**src/rtl/div_pkg.sv**
```systemverilog
// Shared types and helpers for the iterative divider (div_unit, div_step).
// Optional feature macro used by div_unit: DIV_FAST_PATH_EN.
package div_pkg;

    localparam int WORD_WIDTH = 32;

    typedef enum logic [1:0] {
        DIV  = 2'b00,
        DIVU = 2'b01,
        REM  = 2'b10,
        REMU = 2'b11
    } div_op_t;

    typedef enum logic [1:0] {
        IDLE = 2'd0,
        CALC = 2'd1,
        FIX  = 2'd2,
        DONE = 2'd3
    } div_state_t;

    function automatic logic op_is_signed(input div_op_t op);
        return (op == DIV) || (op == REM);
    endfunction

    function automatic logic op_is_rem(input div_op_t op);
        return (op == REM) || (op == REMU);
    endfunction

endpackage

```
**src/rtl/div_step.sv**
```systemverilog
// One restoring-division iteration: shift in the next dividend bit, trial-subtract the divisor.
module div_step #(
    parameter int WIDTH = 64
) (
    input  logic [WIDTH:0]   rem_in,
    input  logic             next_bit,
    input  logic [WIDTH-1:0] divisor,
    output logic [WIDTH:0]   rem_out,
    output logic             q_bit
);

    logic [WIDTH+1:0] shifted;
    logic [WIDTH+1:0] diff;

    // The top bit of diff is the borrow: set means the trial subtraction must be undone.
    always_comb begin
        shifted = {rem_in, next_bit};
        diff    = shifted - {2'b00, divisor};
        q_bit   = ~diff[WIDTH+1];
        rem_out = q_bit ? diff[WIDTH:0] : shifted[WIDTH:0];
    end

endmodule

```
**src/rtl/div_unit.sv**
```systemverilog
// Iterative radix-2 restoring divider for RV64M DIV/DIVU/REM/REMU and their W variants.
// Define DIV_FAST_PATH_EN to finish divide-by-zero and signed overflow one cycle after accept.
module div_unit
    import div_pkg::*;
#(
    parameter int DATA_WIDTH = 64
) (
    input  logic                  i_clk,
    input  logic                  i_rst,
    input  logic                  i_start,
    input  logic                  i_kill,
    input  logic [1:0]            i_op,
    input  logic                  i_word,
    input  logic [DATA_WIDTH-1:0] i_dividend,
    input  logic [DATA_WIDTH-1:0] i_divisor,
    output logic                  o_busy,
    output logic                  o_done,
    output logic [DATA_WIDTH-1:0] o_result
);

    localparam int W  = DATA_WIDTH;
    localparam int CW = $clog2(DATA_WIDTH);

`ifdef DIV_FAST_PATH_EN
    localparam bit FAST_PATH = 1'b1;
`else
    localparam bit FAST_PATH = 1'b0;
`endif

    function automatic logic [W-1:0] sext_word(input logic [W-1:0] x);
        logic [W-1:0] r;
        r = {W{x[WORD_WIDTH-1]}};
        r[WORD_WIDTH-1:0] = x[WORD_WIDTH-1:0];
        return r;
    endfunction

    function automatic logic [W-1:0] extend_operand(input logic [W-1:0] x, input logic word,
                                                    input logic sgn);
        logic [W-1:0] r;
        if (!word) begin
            r = x;
        end else begin
            r = sgn ? {W{x[WORD_WIDTH-1]}} : '0;
            r[WORD_WIDTH-1:0] = x[WORD_WIDTH-1:0];
        end
        return r;
    endfunction

    // dvd is the already word-extended dividend; without dz the case is signed overflow.
    function automatic logic [W-1:0] special_value(input div_op_t op, input logic word,
                                                   input logic [W-1:0] dvd, input logic dz);
        logic [W-1:0] r;
        if (op_is_rem(op)) r = dz ? dvd : '0;
        else               r = dz ? '1  : dvd;
        return word ? sext_word(r) : r;
    endfunction

    div_state_t    state;
    div_op_t       op_q;
    logic          word_q;
    logic [W-1:0]  dividend_q;
    logic [W-1:0]  dvs_q;
    logic [W-1:0]  dvd_q;
    logic [W-1:0]  quo_q;
    logic [W:0]    rem_q;
    logic [CW-1:0] cnt_q;
    logic          neg_quo_q;
    logic          neg_rem_q;
    logic          dz_q;
    logic          ovf_q;

    div_op_t      op_in;
    logic         sgn_in;
    logic [W-1:0] ext_a;
    logic [W-1:0] ext_b;
    logic         a_neg;
    logic         b_neg;
    logic [W-1:0] abs_a;
    logic [W-1:0] abs_b;
    logic [W-1:0] most_neg;
    logic         dz_in;
    logic         ovf_in;
    logic [W-1:0] dvd_init;

    assign op_in = div_op_t'(i_op);

    // Operand conditioning at accept: word extension, magnitudes and special-case detection.
    // A word dividend is parked in the top bits so the iteration always consumes from the MSB.
    always_comb begin
        sgn_in   = op_is_signed(op_in);
        ext_a    = extend_operand(i_dividend, i_word, sgn_in);
        ext_b    = extend_operand(i_divisor, i_word, sgn_in);
        a_neg    = sgn_in & ext_a[W-1];
        b_neg    = sgn_in & ext_b[W-1];
        abs_a    = a_neg ? -ext_a : ext_a;
        abs_b    = b_neg ? -ext_b : ext_b;
        most_neg = '0;
        most_neg[W-1] = 1'b1;
        if (i_word) most_neg = {W{1'b1}} << (WORD_WIDTH - 1);
        dz_in    = (ext_b == '0);
        ovf_in   = sgn_in && (ext_a == most_neg) && (ext_b == '1);
        dvd_init = i_word ? (abs_a << (W - WORD_WIDTH)) : abs_a;
    end

    logic [W:0] step_rem;
    logic       step_q;

    div_step #(
        .WIDTH (W)
    ) u_step (
        .rem_in   (rem_q),
        .next_bit (dvd_q[W-1]),
        .divisor  (dvs_q),
        .rem_out  (step_rem),
        .q_bit    (step_q)
    );

    logic [W-1:0] quo_fix;
    logic [W-1:0] rem_fix;
    logic [W-1:0] norm_result;
    logic [W-1:0] fix_result;

    always_comb begin
        quo_fix     = neg_quo_q ? -quo_q : quo_q;
        rem_fix     = neg_rem_q ? -rem_q[W-1:0] : rem_q[W-1:0];
        norm_result = op_is_rem(op_q) ? rem_fix : quo_fix;
        if (word_q) norm_result = sext_word(norm_result);
        fix_result  = (dz_q || ovf_q) ? special_value(op_q, word_q, dividend_q, dz_q)
                                      : norm_result;
    end

    assign o_busy = (state != IDLE);
    assign o_done = (state == DONE);

    // Kill wins over every transition out of a busy state; o_result only moves on completion.
    always_ff @(posedge i_clk) begin
        if (i_rst) begin
            state      <= IDLE;
            op_q       <= DIV;
            word_q     <= 1'b0;
            dividend_q <= '0;
            dvs_q      <= '0;
            dvd_q      <= '0;
            quo_q      <= '0;
            rem_q      <= '0;
            cnt_q      <= '0;
            neg_quo_q  <= 1'b0;
            neg_rem_q  <= 1'b0;
            dz_q       <= 1'b0;
            ovf_q      <= 1'b0;
            o_result   <= '0;
        end else begin
            case (state)
                IDLE: begin
                    if (i_start && !i_kill) begin
                        op_q       <= op_in;
                        word_q     <= i_word;
                        dividend_q <= ext_a;
                        dvs_q      <= abs_b;
                        dvd_q      <= dvd_init;
                        quo_q      <= '0;
                        rem_q      <= '0;
                        cnt_q      <= i_word ? CW'(WORD_WIDTH - 1) : CW'(W - 1);
                        neg_quo_q  <= a_neg ^ b_neg;
                        neg_rem_q  <= a_neg;
                        dz_q       <= dz_in;
                        ovf_q      <= ovf_in;
                        if (FAST_PATH && (dz_in || ovf_in)) begin
                            o_result <= special_value(op_in, i_word, ext_a, dz_in);
                            state    <= DONE;
                        end else begin
                            state    <= CALC;
                        end
                    end
                end
                CALC: begin
                    if (i_kill) begin
                        state <= IDLE;
                    end else begin
                        rem_q <= step_rem;
                        quo_q <= {quo_q[W-2:0], step_q};
                        dvd_q <= {dvd_q[W-2:0], 1'b0};
                        cnt_q <= cnt_q - CW'(1);
                        if (cnt_q == '0) state <= FIX;
                    end
                end
                FIX: begin
                    if (i_kill) begin
                        state <= IDLE;
                    end else begin
                        o_result <= fix_result;
                        state    <= DONE;
                    end
                end
                DONE: begin
                    state <= IDLE;
                end
                default: begin
                    state <= IDLE;
                end
            endcase
        end
    end

endmodule

```
**config.mk**
```make
export PLATFORM = sky130hd
export DESIGN_NAME = div_unit
export DESIGN_NICKNAME = d
export VERILOG_FILES = /design/src/rtl/div_pkg.sv /design/src/rtl/div_step.sv /design/src/rtl/div_unit.sv
export SDC_FILE = /design/constraint.sdc
export NUM_CORES = 2
export LEC_CHECK = 0
export BUFFER_PORTS_ARGS = -buffer_cell sky130_fd_sc_hd__buf_2
export CORE_UTILIZATION = 30
export CTS_CLUSTER_SIZE = 24
export DETAILED_ROUTE_END_ITERATION = 7
export GPL_TIMING_DRIVEN = 1
export SETUP_SLACK_MARGIN = 0.02
export SKIP_CTS_REPAIR_TIMING = 1
export SLEW_MARGIN = 0
export SYNTH_ARGS = -nofsm -noshare
export SYNTH_HDL_FRONTEND = slang
export SYNTH_SLANG_ARGS = --single-unit
```
**constraint.sdc**
```tcl
create_clock -name i_clk -period 4.48 [get_ports i_clk]
set_clock_uncertainty 0.15 [all_clocks]
set_input_delay 0.896 -clock i_clk [delete_from_list [all_inputs] [get_ports i_clk]]
set_output_delay 0.896 -clock i_clk [all_outputs]
set_load 0.05 [all_outputs]
```
# ---- Yosys cells after proc, flatten, opt, wreduce, memory -nomap -nowiden
# Index checks and enable logic that the tools add are counted.
dict set report op_classes {
  addsub 6
  bitwise_logic 5
  n_mux 36
  eq_ne 11
  reduce_logical 17
}
# operator count
set ops {}
lappend ops {{$mux 64} 20}
lappend ops {{$neg 64->64} 4}
lappend ops {{$pmux 64 s2} 2}
lappend ops {{$mux 65} 3}
lappend ops {{$pmux 65 s2} 1}
lappend ops {{$sub 66x64->66} 1}
lappend ops {{$eq 64x64->1} 1}
lappend ops {{$eq 64x64->1 const B} 1}
lappend ops {{$logic_not 64->1} 1}
lappend ops {{$mux 63} 1}
lappend ops {{$mux 6} 3}
lappend ops {{$pmux 6 s2} 1}
lappend ops {{$eq 2x2->1 const B} 5}
lappend ops {{$mux 2} 4}
lappend ops {{$pmux 2 s4} 1}
lappend ops {{$logic_not 6->1} 1}
lappend ops {{$reduce_and 2->1} 3}
lappend ops {{$sub 6x1->6 const B} 1}
lappend ops {{$logic_not 2->1} 2}
lappend ops {{$ne 2x2->1 const B} 2}
lappend ops {{$reduce_bool 2->1} 2}
lappend ops {{$logic_and 1x1->1} 3}
lappend ops {{$logic_or 1x1->1} 3}
lappend ops {{$ne 3x3->1 const B} 1}
lappend ops {{other kinds (6)} 8}
dict set report totals {
  register_bits 400
  wordCells 89
  output_inout_bits 66
  in_bits 135
}

# ---- Longest topological paths before layout
dict set report logic_depth {
  ltp_word 9
  ltp_mapped 15
  mapped_depth_nobuf 14
}

# ---- Modules after synthesis
# Synthesis repeated with hierarchy kept, for this count alone.
dict set report hier_totals {
  hier_cells 3800
  hier_area_um2 27624.0
}
# mod cells_per_inst n_inst area_per_inst_um2 seq_area_each_um2
set modules_own_cells {}
lappend modules_own_cells {div_unit 2997 1 22728.0 7987.7}
lappend modules_own_cells {div_step 803 1 4895.9 0.0}

# ---- Worst setup path after synthesis
# OpenSTA, ideal clock, no wires.
dict set report synth_path {
  kind {input to register}
  startpoint {input port i_dividend[10]}
  endpoint {register dvd_q[56]}
  t_required_ps 4238
  stages 10
  slack_ps 303
  setup_ps 92
  arrival_time_ps 3934
  path_cell_list {or4_1 > or3_1 > nor4_2 > nand4_1 > or4b_1 > or3_1 > o41ai_1 > xnor2_1 > nor2_1 > o32ai_1}
}
dict set report synth_between {
  elab_chain_cells 6
}
# item line_no
set synth_rtl {}
lappend synth_rtl {{start, declared} div_unit.sv:14} ;# input logic [DATA_WIDTH-1:0] i_dividend,
lappend synth_rtl {{$mux 64} div_unit.sv:40} ;# if (!word) begin
lappend synth_rtl {{$neg 64->64} div_unit.sv:95} ;# abs_a = a_neg ? -ext_a : ext_a;
lappend synth_rtl {{$mux 64} div_unit.sv:95}
lappend synth_rtl {{$mux 64} div_unit.sv:102} ;# dvd_init = i_word ? (abs_a << (W - WORD_WIDTH)) : abs_a;
lappend synth_rtl {{$mux 64} div_unit.sv:155} ;# if (i_start && !i_kill) begin
lappend synth_rtl {{$pmux 64 s2} div_unit.sv:153} ;# case (state)
lappend synth_rtl {{end signal, assigned} div_unit.sv:160} ;# dvd_q <= dvd_init;
lappend synth_rtl {{end signal, assigned} div_unit.sv:182} ;# dvd_q <= {dvd_q[W-2:0], 1'b0};
lappend synth_rtl {{end, declared} div_unit.sv:63} ;# logic [W-1:0] dvd_q;
# No other way between the ends. The select of a mux whose other input is x is not followed.
# A chain may end at the register's enable or synchronous reset.

# ---- Worst setup path after layout
dict set report layout_path {
  startpoint {register rem_q[23]}
  endpoint {register o_result[61]}
}
dict set report layout_between {
  elab_chain_cells 5
}
# item line_no
set layout_rtl {}
lappend layout_rtl {{start, declared} div_unit.sv:65} ;# logic [W:0] rem_q;
lappend layout_rtl {{start signal, assigned} div_unit.sv:180} ;# rem_q <= step_rem;
lappend layout_rtl {{$neg 64->64} div_unit.sv:125} ;# rem_fix = neg_rem_q ? -rem_q[W-1:0] : rem_q[W-1:0];
lappend layout_rtl {{$mux 64} div_unit.sv:125}
lappend layout_rtl {{$mux 64} div_unit.sv:126} ;# norm_result = op_is_rem(op_q) ? rem_fix : quo_fix;
lappend layout_rtl {{$mux 64} div_unit.sv:127} ;# if (word_q) norm_result = sext_word(norm_result);
lappend layout_rtl {{$mux 64} div_unit.sv:128} ;# fix_result = (dz_q || ovf_q) ? special_value(op_q, word_q, dividend_q, dz_q)
lappend layout_rtl {{end signal, assigned} div_unit.sv:169} ;# o_result <= special_value(op_in, i_word, ext_a, dz_in);
lappend layout_rtl {{end signal, assigned} div_unit.sv:191} ;# o_result <= fix_result;
lappend layout_rtl {{end, declared} div_unit.sv:18} ;# output logic [DATA_WIDTH-1:0] o_result
# No other way between the ends.

==> results_dict.tcl <==
set metrics [dict create \
    synthArstFlopShare 0 \
    grt_usage 0.224 \
    drtIter0Drc 2970 \
    fin_ws_ns 0.374 \
    place.gp.congestion 0.952 \
    htree_num_levels 2 \
    drcViolationCount 0 \
    syn-num-nets 3667 \
    irDropWorstVdd_v 0.000287 \
    cts_buffers 47 \
    root_buffer "clkbuf_16" \
    viasPerCell 5.74 \
    syn_avg_cell_area_um2 7.57 \
    slew_violations 0 \
    fp-row-count 108 \
    timing.final.crit_period_ns 4.11 \
    required_ns 4.84 \
    grt_pass1_wl_um 156000 \
    drive_gt1_frac 0.130 \
    synth_top_area_frac 0.305 \
    start_util 0.302 \
    critPathLaunchType "flop" \
    finalSetupViolCount 0 \
    place_hpwl_um 78300 \
    core-area_um2 86600 \
    seq_area_frac_synth 0.305 \
    ys_types 82 \
    clk_latency_ns 0.63 \
    fmax_mhz 244 \
    fin_nets 3774 \
    die-area_um2 88500 \
    die_h_um 297 \
    finalHoldViolCount 0 \
    maxCapViolations 0 \
    design_area_um2 30500 \
    critPathArrivalTime_ns 4.46 \
    cts_tree "built" \
    crit_fanout 8 \
    place_ws_ns -0.0572 \
    hold_path.class "flop to flop" \
    dr.pass1.iters 6 \
    path_common_cell "or4_1" \
    n_fill_cell 9114 \
    worstSetupPathType "flop to flop" \
    status "finished clean" \
    vias 27300 \
    ys.warnings.count 0 \
    setup.worst_path.end_class "flop" \
    io_buffers 200 \
    chipWidth_um 297 \
    antenna_found_initial 1 \
    synth_enable_flop_cells 0 \
    place_area_um2 28700 \
    post-route-period-util 0.917 \
    worst_path_largest_cell_delay_ns 0.63 \
    synth_ff_type "dfxtp_1" \
    cts.sinks 399 \
    wl_per_cell_um 21.6 \
    tns_ns 0 \
    synthCells 3460 \
    hold_slack_ns 0.299 \
    tightestPinTransition_ns 1.17 \
    ys_ff_latch 399 \
    cts_buffer_depth 3 \
    syn_area_um2 26200 \
    rsz0062_at_grt "no" \
    grt_max_degree 135 \
    path_cells "or3_1 -> or4_1 -> or4_1 -> or4_4 -> o41ai_4 -> xor2_1 -> o221ai_1 -> a22o_1" \
    diodes 0 \
    synth.area.top_cells "dfxtp_1 (30%), a21oi_1 (6.2%), xor2_1 (6.1%), o21ai_0 (5.2%), nor2_1 (5.1%)" \
    clk_pin_slew_ns 0.06 \
    drt_wl_total_um 103000 \
    gr-total-overflow 0 \
    relSlewSlack 0.198 \
    power_density_nw_per_um2 349 \
    area_growth_pct 16.3 \
    grt_pass1_vias 25100 \
    ios 201 \
    slowest_stage "or4_4" \
    p_total_mw 10.6 \
    ant_nets 0 \
    synth_top_area_cell "dfxtp_1" \
    leakage_nw 11.8 \
]
[worst max-delay path, delay by kind of cell, from the launching register on]
kind / cells / cell delay (ns)
AOI/OAI and AO/OA: 3 / 0.84
xor gates and xnor gates: 1 / 0.30
DFF: 1 / 0.43
and+or+nand+nor: 4 / 2.28
[per-stage QoR]
step | instances | utilization
after floorplan | 3460 | -
after global placement | 4673 | 0.332
after detailed placement | 4673 | 0.332
after CTS | 4760 | 0.352
after global routing | 4760 | 0.352
final | 4760 | 0.352
[cell usage after synthesis, drive strengths merged (53+ instances only)]
library cell,count
dfxtp,399
nor2,354
nand2,331
a21oi,327
o21ai,282
clkbuf,232
xor2,182
a22oi,113
xnor2,107
inv,101
nor3,87
o31ai,77
ha,71
a211oi,53
[layout by cell type, fill, tap and decap left out, types with 17 or more instances in the layout]
master / Yosys / final
a21oi_1: 327 / 324
nand2b_1: 35 / 35
buf_2: 8 / 198
clkbuf_16: 0 / 47
xnor2_1: 107 / 106
o22ai_1: 35 / 35
dfxtp_1: 399 / 396
nand2_1: 331 / 331
a211oi_1: 53 / 53
mux2i_1: 41 / 41
o31ai_1: 73 / 73
nand4_1: 50 / 50
inv_1: 101 / 100
nor4_1: 42 / 42
o21ai_0: 272 / 272
a311oi_1: 18 / 18
or3_1: 37 / 37
a22o_1: 34 / 34
nor3_1: 87 / 87
o211ai_1: 23 / 23
or4_1: 40 / 40
a222oi_1: 40 / 40
a21o_1: 27 / 27
ha_1: 71 / 71
o221ai_1: 17 / 17
nand3_1: 29 / 29
nor2b_1: 19 / 17
a22oi_1: 113 / 113
buf_4: 0 / 119
or2_2: 20 / 20
nor2_1: 354 / 348
o41ai_1: 30 / 30
a221oi_1: 21 / 21
xor2_1: 182 / 181
[registers in the layout (all words and copies together) (netlist names)]
| register | cells |
|---|---|
| dvs_q | 64 |
| dvd_q | 64 |
| rem_q | 65 |
| dz_q | 1 |
| neg_rem_q | 1 |
| neg_quo_q | 1 |
| cnt_q | 6 |
| quo_q | 64 |
| o_result | 64 |
| dividend_q | 64 |
| state | 2 |
| op_q | 1 |
| word_q | 1 |
| ovf_q | 1 |
[area by class of cell]
class                           count  area, um^2  share of cell area
Clock inverter                     23         359              0.0118
Timing Repair Buffer              325        2040              0.0670
Clock buffer                       64        1350              0.0443
Inverter                          102         383              0.0126
Tap cell                         1155        1450              0.0475
Multi-Input combinational cell   2692       16900               0.554
Sequential cell                   399        7990               0.262
[logic make-up (layout without fill, tap and decap cells)]
logic type      after synthesis  count (layout)  share of synthesized area
compound gates             1197            1197                      0.298
simple gates               1092            1092                      0.196
flops                       399             399                      0.305
buf+inv                     369             514                     0.0541
xor+xnor                    289             289                     0.0966
fa+ha+maj                    72              72                     0.0347
mux                          42              42                     0.0161
[power breakdown]
group	switching [mW]	total, mW	leakage, nW	internal [mW]
logic	1.65	2.57	7.69	0.921
clock network	1.71	4.25	0.832	2.54
registers	0.120	3.80	3.24	3.68
[final timing paths]
kind,to,cells after the start,start,slack [ns]
setup reg to reg,o_result[61]$_SDFFE_PP0P_,8,rem_q[23]$_SDFFE_PP0P_,0.37
hold reg to reg,dividend_q[32]$_SDFFE_PP0P_,2,dividend_q[32]$_SDFFE_PP0P_,0.30
hold / removal,dividend_q[32]$_SDFFE_PP0P_,2,dividend_q[32]$_SDFFE_PP0P_,0.30
setup / recovery,o_result[61]$_SDFFE_PP0P_,8,rem_q[23]$_SDFFE_PP0P_,0.37
[layer usage]
| metal | share of wire | GRT usage |
|---|---|---|
| met5 | 0 | 0 |
| met4 | 0.037 | 0.0811 |
| met3 | 0.068 | 0.0297 |
| met2 | 0.46 | 0.364 |
| met1 | 0.43 | 0.300 |
Power figures use the tool's default switching activity.
